==> config.mk <==
export PLATFORM = sky130hd
export DESIGN_NAME = seq_divider
export DESIGN_NICKNAME = d
export VERILOG_FILES = /design/src/rtl/seq_divider.sv
export SDC_FILE = /design/constraint.sdc
export NUM_CORES = 1
export LEC_CHECK = 0
export BUFFER_PORTS_ARGS = -buffer_cell sky130_fd_sc_hd__clkbuf_2
export CORE_AREA = 2 2 115 140
export CTS_CLUSTER_SIZE = 28
export DETAILED_ROUTE_END_ITERATION = 6
export DIE_AREA = 0 0 117 142
export PLACE_DENSITY_LB_ADDON = 0.1
export SETUP_SLACK_MARGIN = 0.1
export SLEW_MARGIN = 20
export SYNTH_ARGS = -nofsm -noshare
export SYNTH_HDL_FRONTEND = slang
export SYNTH_SLANG_ARGS = --single-unit
==> constraint.sdc <==
create_clock -name clk -period 4.9 [get_ports clk]
set_input_delay 0.49 -clock clk [delete_from_list [all_inputs] [get_ports clk]]
set_output_delay 0.49 -clock clk [all_outputs]
set_load 0.1 [all_outputs]
==> src/rtl/seq_divider.sv <==
// Sequential restoring divider: one quotient bit per clock, WIDTH cycles per division.
// Optional signed division is enabled by defining SEQ_DIVIDER_SIGNED_EN (adds port signed_op).
module seq_divider #(
  parameter int WIDTH = 32
) (
  input  logic             clk,
  input  logic             rst_n,
  input  logic             start,
  input  logic [WIDTH-1:0] dividend,
  input  logic [WIDTH-1:0] divisor,
`ifdef SEQ_DIVIDER_SIGNED_EN
  input  logic             signed_op,
`endif
  output logic             busy,
  output logic             done,
  output logic [WIDTH-1:0] quotient,
  output logic [WIDTH-1:0] remainder,
  output logic             div_by_zero
);

  localparam int CW = $clog2(WIDTH + 1);

  localparam logic [1:0] ST_IDLE = 2'd0;
  localparam logic [1:0] ST_RUN  = 2'd1;
  localparam logic [1:0] ST_DONE = 2'd2;

  localparam logic [CW-1:0]    CNT_LOAD = CW'(WIDTH);
  localparam logic [CW-1:0]    CNT_ONE  = CW'(1);
  localparam logic [WIDTH-1:0] ONE_W    = {{(WIDTH-1){1'b0}}, 1'b1};
  localparam logic [WIDTH-1:0] ZERO_W   = {WIDTH{1'b0}};
  localparam logic [WIDTH-1:0] ONES_W   = {WIDTH{1'b1}};

  logic [1:0]       state_r;
  logic [1:0]       next_state_s;
  logic [CW-1:0]    cnt_r;
  logic [WIDTH-1:0] rem_r;
  logic [WIDTH-1:0] quo_r;
  logic [WIDTH-1:0] dsr_r;
  logic             neg_quo_r;
  logic             neg_rem_r;
  logic             busy_r;
  logic             done_r;
  logic [WIDTH-1:0] quotient_r;
  logic [WIDTH-1:0] remainder_r;
  logic             dbz_r;

  logic             accept_s;
  logic             dsr_zero_s;
  logic             sop_s;
  logic             dvd_neg_s;
  logic             dsr_neg_s;
  logic [WIDTH-1:0] dvd_mag_s;
  logic [WIDTH-1:0] dsr_mag_s;
  logic [WIDTH:0]   rem_sh_s;
  logic [WIDTH:0]   trial_s;
  logic             no_borrow_s;
  logic [WIDTH-1:0] rem_next_s;
  logic [WIDTH-1:0] quo_next_s;
  logic [WIDTH-1:0] quo_fin_s;
  logic [WIDTH-1:0] rem_fin_s;
  logic             last_step_s;

`ifdef SEQ_DIVIDER_SIGNED_EN
  assign sop_s = signed_op;
`else
  assign sop_s = 1'b0;
`endif

  assign accept_s    = start && (state_r != ST_RUN);
  assign dsr_zero_s  = (divisor == ZERO_W);
  assign last_step_s = (cnt_r == CNT_ONE);

  // Operand sign extraction and magnitude conversion at acceptance time
  always_comb begin
    dvd_neg_s = sop_s & dividend[WIDTH-1];
    dsr_neg_s = sop_s & divisor[WIDTH-1];
    dvd_mag_s = dividend;
    dsr_mag_s = divisor;
    if (dvd_neg_s) begin
      dvd_mag_s = ~dividend + ONE_W;
    end else begin
      dvd_mag_s = dividend;
    end
    if (dsr_neg_s) begin
      dsr_mag_s = ~divisor + ONE_W;
    end else begin
      dsr_mag_s = divisor;
    end
  end

  // One restoring step; the WIDTH+1-bit trial's MSB is the inverted carry-out
  always_comb begin
    rem_sh_s    = {rem_r, quo_r[WIDTH-1]};
    trial_s     = rem_sh_s + ~{1'b0, dsr_r} + {{WIDTH{1'b0}}, 1'b1};
    no_borrow_s = ~trial_s[WIDTH];
    quo_next_s  = {quo_r[WIDTH-2:0], no_borrow_s};
    rem_next_s  = rem_sh_s[WIDTH-1:0];
    if (no_borrow_s) begin
      rem_next_s = trial_s[WIDTH-1:0];
    end else begin
      rem_next_s = rem_sh_s[WIDTH-1:0];
    end
  end

  // Sign fix-up applied to the final step's result
  always_comb begin
    quo_fin_s = quo_next_s;
    rem_fin_s = rem_next_s;
    if (neg_quo_r) begin
      quo_fin_s = ~quo_next_s + ONE_W;
    end else begin
      quo_fin_s = quo_next_s;
    end
    if (neg_rem_r) begin
      rem_fin_s = ~rem_next_s + ONE_W;
    end else begin
      rem_fin_s = rem_next_s;
    end
  end

  // Next-state decode
  always_comb begin
    next_state_s = state_r;
    case (state_r)
      ST_IDLE, ST_DONE: begin
        if (start) begin
          next_state_s = dsr_zero_s ? ST_DONE : ST_RUN;
        end else begin
          next_state_s = ST_IDLE;
        end
      end
      ST_RUN: begin
        if (last_step_s) begin
          next_state_s = ST_DONE;
        end else begin
          next_state_s = ST_RUN;
        end
      end
      default: next_state_s = ST_IDLE;
    endcase
  end

  // State, datapath and result registers
  always_ff @(posedge clk or negedge rst_n) begin
    if (!rst_n) begin
      state_r     <= ST_IDLE;
      cnt_r       <= {CW{1'b0}};
      rem_r       <= ZERO_W;
      quo_r       <= ZERO_W;
      dsr_r       <= ZERO_W;
      neg_quo_r   <= 1'b0;
      neg_rem_r   <= 1'b0;
      busy_r      <= 1'b0;
      done_r      <= 1'b0;
      quotient_r  <= ZERO_W;
      remainder_r <= ZERO_W;
      dbz_r       <= 1'b0;
    end else begin
      state_r <= next_state_s;
      busy_r  <= (next_state_s == ST_RUN);
      done_r  <= (next_state_s == ST_DONE);
      if (accept_s) begin
        if (dsr_zero_s) begin
          quotient_r  <= ONES_W;
          remainder_r <= dividend;
          dbz_r       <= 1'b1;
          cnt_r       <= {CW{1'b0}};
        end else begin
          rem_r     <= ZERO_W;
          quo_r     <= dvd_mag_s;
          dsr_r     <= dsr_mag_s;
          neg_quo_r <= dvd_neg_s ^ dsr_neg_s;
          neg_rem_r <= dvd_neg_s;
          cnt_r     <= CNT_LOAD;
          dbz_r     <= 1'b0;
        end
      end else if (state_r == ST_RUN) begin
        rem_r <= rem_next_s;
        quo_r <= quo_next_s;
        cnt_r <= cnt_r - CNT_ONE;
        if (last_step_s) begin
          quotient_r  <= quo_fin_s;
          remainder_r <= rem_fin_s;
        end
      end
    end
  end

  assign busy        = busy_r;
  assign done        = done_r;
  assign quotient    = quotient_r;
  assign remainder   = remainder_r;
  assign div_by_zero = dbz_r;

endmodule

# --- Word-level counts from Yosys, hierarchy flattened ---
# Cells that the tools add are included.
classes:
  n_addsub: 3
  eq_ne: 8
  mux: 23
  bitwise: 3
  n_reduce_logical: 9
ops:
  columns: ["cell", "n"]
  rows:
  - ["32-bit two-way mux", 15]
  - ["33-bit by 1-bit adder with 33-bit output, second input constant", 1]
  - ["33-bit adder", 1]
  - ["32-bit NOT with 33-bit output", 1]
  - ["32-bit zero test", 1]
  - ["6-bit two-way mux", 3]
  - ["6-bit by 1-bit == test with 1-bit output, second input constant", 1]
  - ["2-bit two-way mux", 3]
  - ["6-bit by 1-bit subtractor with 6-bit output, second input constant", 1]
  - ["2-bit by 1-bit == test with 1-bit output, second input constant", 2]
  - ["2-bit == test, second input constant", 2]
  - ["2-bit by 1-bit != test with 1-bit output, second input constant", 2]
  - ["2-bit case mux with 2 select lines", 1]
  - ["2-bit AND reduction", 2]
  - ["2-bit nonzero test", 2]
  - ["3-bit AND reduction", 1]
  - ["2-bit zero test", 1]
  - ["2-bit != test, second input constant", 1]
  - ["1-bit NOT", 2]
  - ["2-bit OR reduction", 1]
  - ["1-bit logical AND", 1]
  - ["1-bit two-way mux", 1]
word_totals:
  regBits: 171
  in_bits: 67
  out_inout_bits: 67
  elab_cells: 56

# --- Longest topological paths before layout ---
depth:
  depth_word: 7
  ltp_mapped: 15

# --- Worst setup path after synthesis ---
# No wires, ideal clock.
synth_path:
  path_kind: "register -> register"
  from: "reg quo_r[31]"
  to: "reg remainder_r[13], in the netlist remainder[13]"
  arrival_ns: 3.043
  required_ns: 4.775
  path_slack_ns: 1.731
  stages_incl_launch_ff: 15
  n_path_buf: 1
  period_less_slack_ns: 3.169
  cell_sequence: "dfrtp_1 inv_1 ha_1 inv_1 fa_1 a211oi_1 nor2_1 o31ai_2 o211ai_2 o21a_1 o211ai_4 buf_6 mux2i_1 o21ai_1 mux2_2"
synth_via:
  elab_chain_cells: 6
synth_rtl:
  columns: ["element", "line", "source"]
  rows:
  - ["from (decl)", "37", "logic [WIDTH-1:0] quo_r;"]
  - ["from (signal assigned)", "170", "quo_r <= dvd_mag_s;"]
  - ["from (signal assigned)", "179", "quo_r <= quo_next_s;"]
  - ["33-bit adder", "94", "trial_s = rem_sh_s + ~{1'b0, dsr_r} + {{WIDTH{1'b0}}, 1'b1};"]
  - ["33-bit by 1-bit adder with 33-bit output", "94", null]
  - ["32-bit two-way mux", "98", "if (no_borrow_s) begin"]
  - ["32-bit two-way mux", "181", "if (last_step_s) begin"]
  - ["32-bit two-way mux", "177", "end else if (state_r == ST_RUN) begin"]
  - ["32-bit two-way mux", "162", "if (accept_s) begin"]
  - ["to (signal assigned)", "165", "remainder_r <= dividend;"]
  - ["to (signal assigned)", "183", "remainder_r <= rem_fin_s;"]
  - ["to (decl)", "44", "logic [WIDTH-1:0] remainder_r;"]
# No other way between the ends. The select of a mux whose other input is x is not followed.
# A chain may end at the register's enable or synchronous reset.

# --- Worst setup path in the final report ---
layout_path:
  from: "reg quo_r[31]"
  to: "reg remainder_r[3], in the netlist remainder[3]"
# Same word-level chain as after synthesis.

==> impl_metrics.yaml <==
outcome:
  status: "finished clean"
cts:
  cts_tree: "yes"
  cts.clk_slew.worst_paths_ns: 0.07
  cts_hold_buf: 0
  cts_buffers: 17
  postCtsResizedCells: 0
  cts_sinks: 171
  cts_setup_buffers: 0
  clock_path_buffers: 2
  cts_root_buffer: "clkbuf_16"
  htreeDepth: 4
  clk_latency_ns: 0.43
sta:
  layout_worst_path_cycle_share_pct: 80.0
  clock.fmax_mhz: 255
  finalSetupViolations: 0
  skew_ns: 0.0115
  grt_setup_unrepaired: "false"
  maxSlewViolCount: 0
  finalCriticalPeriod_ns: 3.92
  max_slew_margin_pct: 35.6
  finalHoldViolCount: 0
  worst_pin_slew_ns: 0.966
  tns_ns: 0
placed_design:
  gp_congestion: 0.925
  dpl.hpwl_um: 16500
  port_buffers: 133
  place_inst: 1324
route:
  dr.pass1.iters: 5
  met1_length_um: 10900
  postRouteWirelength_um: 23100
  post_drt_wl_per_cell_um: 17.0
  drc: 0
  drtIter0Drc: 702
  vias: 7928
  met3_length_um: 1380
  viasPerCell: 5.85
  route.met2.wl_um: 10400
  ant_nets: 0
  dr.max_layer_used: "met4"
global_routing:
  grt_use_total_pct: 28.7
  grt_antenna_before_repair: 0
  grt_pass1_vias: 7358
  grt_max_degree: 82
  gr-total-overflow: 0
  grt_pass1_wl_um: 37700
cells_and_area:
  final_cell_mix: "nand2_1 (193), dfrtp_1 (171), clkbuf_2 (132)"
  fin_nets: 1237
  fin_cells: 1356
  antennaDiodeCount: 0
  syn2layout_area_growth_pct: 14.8
  layout_commonest_cell: "nand2_1"
  fill_cells: 1278
  drive_gt1_share_pct: 20.3
critical_path:
  cpMaxStageDelayCell: "o211ai_4"
  path_cells: "inv_1 > ha_1 > inv_1 > fa_1 > a211oi_1 > nor2_1 > o31ai_2 > o211ai_2 > o21a_1 > o211ai_4 > buf_12 > mux2i_1 > o21ai_1 > mux2_2"
  timing.critical_path.from: "quo_r[31]"
  cp_slowest_stage_delay_ns: 0.57
  critPathArrivalTime_ns: 4.24
  crit_required_ns: 5.21
  cp_common_cell: "inv_1"
  cp_max_fo: 30
  crit_type: "reg2reg"
  reg2reg_from: "quo_r[31]"
  end_kind: "register"
  startpoint_type: "register"
logic_synthesis:
  mappedNetlistNets: 1136
  synthArstFlopShare_pct: 100
  syn_area_per_cell_um2: 9.02
  seq_area_frac_synth_pct: 45.9
  synth_top_cell_area_share_pct: 45.9
  synth_edf_count: 0
  synth.distinct_cells: 63
  syn_area_mm2: 0.00933
  yosys-top-cells-area: "dfrtp_1 (46%), nand2_1 (7.8%), mux2_2 (4.8%)"
  synth_largest_area_cell: "dfrtp_1"
  synth_warnings: 0
  synth_ff_type: "dfrtp_1"
  netlist_instances: 1034
  ys_ff_latch: 171
die:
  row_count: 50
  core_mm2: 0.0153
  die_h_um: 142
  dieArea_mm2: 0.0166
  start_util_pct: 60.9
  die_w_um: 117
  ios: 134
hold_path:
  hold_class: "in2async"
run:
  maxCapViolations: 0
metal layers:
layer	global-route usage [%]	up-vias
li1	-	3844
met1	43.2	3767
met2	43.3	275
met3	5.45	42
met4	7.18	0
met5	0	-
path summary, 6_finish.rpt:
kind	endpoint	slack, ns	cells past startpoint
max	remainder[3]	0.98	14
min	quotient[8]	0.09	1
max reg2reg	remainder[3]	0.98	14
min reg2reg	quotient[19]	0.46	2
max in group asynchronous	done	3.72	2
min in group clk	quo_r[27]	0.31	3
worst max-delay path: cells and delay by family (launching register included):
family	cells	cell delay, ns
mux	2	0.55
simple gates	1	0.12
fa+ha+maj	2	0.57
flops	1	0.40
compound gates	6	1.74
buf+inv	3	0.40
registers in the layout, summed over array words and instances (netlist names):
register / cells
busy: 1
cnt_r: 6
div_by_zero: 1
done: 1
dsr_r: 32
quo_r: 32
quotient: 32
rem_r: 32
remainder: 32
state_r: 2
logic make-up after synthesis:
| kind of cell | count (synthesis) | synth area share (%) |
|---|---|---|
| and+or+nand+nor | 353 | 16.2 |
| AOI/OAI and AO/OA | 284 | 18.9 |
| DFF | 171 | 45.9 |
| muxes | 59 | 6.87 |
| xor gates and xnor gates | 29 | 2.72 |
| adders and majority gates | 35 | 4.77 |
| buffers and inverters | 103 | 4.68 |
synthesized netlist by cell type (4+ instances only):
library cell    n
nand2b_1        4
o31ai_1         6
nand4_1         4
or3_1          10
dfrtp_1       171
a21o_1         12
buf_1           5
xor2_1         11
nor2_1         77
buf_2           4
a31oi_1        46
nor3b_1         4
mux2i_1        19
o21ai_1        16
o21ai_0        90
nand2_1       194
ha_1           34
nand3_1        18
nor2b_1         4
a211oi_1        6
nor3_1         11
and2_1          4
nor4_1          8
clkbuf_1       47
and3_1          6
buf_6           4
o21a_1         14
o211ai_1       10
xnor2_1        18
a21oi_1        48
mux2_2         40
inv_1          41
per-stage QoR:
| stage | setup WS (ns) | utilization (%) | hold slack (ns) | area, µm² |
|---|---|---|---|---|
| 6_report | 0.979 | 69.9 | 0.0923 | 10700 |
| 5_1_grt | 0.696 | 69.9 | 0.144 | 10700 |
| 4_1_cts | 0.991 | 69.9 | 0.128 | 10700 |
| 3_5_place_dp | 0.998 | 65.8 | 0.456 | 10100 |
| 3_3_place_gp | 1.13 | 65.8 | 0.448 | 10100 |
| 2_1_floorplan | 1.73 | - | 0.194 | 9330 |
final cells by class:
type / instances / area (µm²) / share of cell area [%]
clock buffer: 18 / 429 / 4.01
clock inverter: 14 / 190 / 1.78
timing repair buffer: 144 / 767 / 7.16
tap: 208 / 260 / 2.43
multi-input combinational: 760 / 4630 / 43.2
inverter: 41 / 154 / 1.44
sequential: 171 / 4280 / 39.9
Power is left out: the tool's default activity adds up to more than one toggle a clock period on the data nets, which glitch-free logic cannot reach.
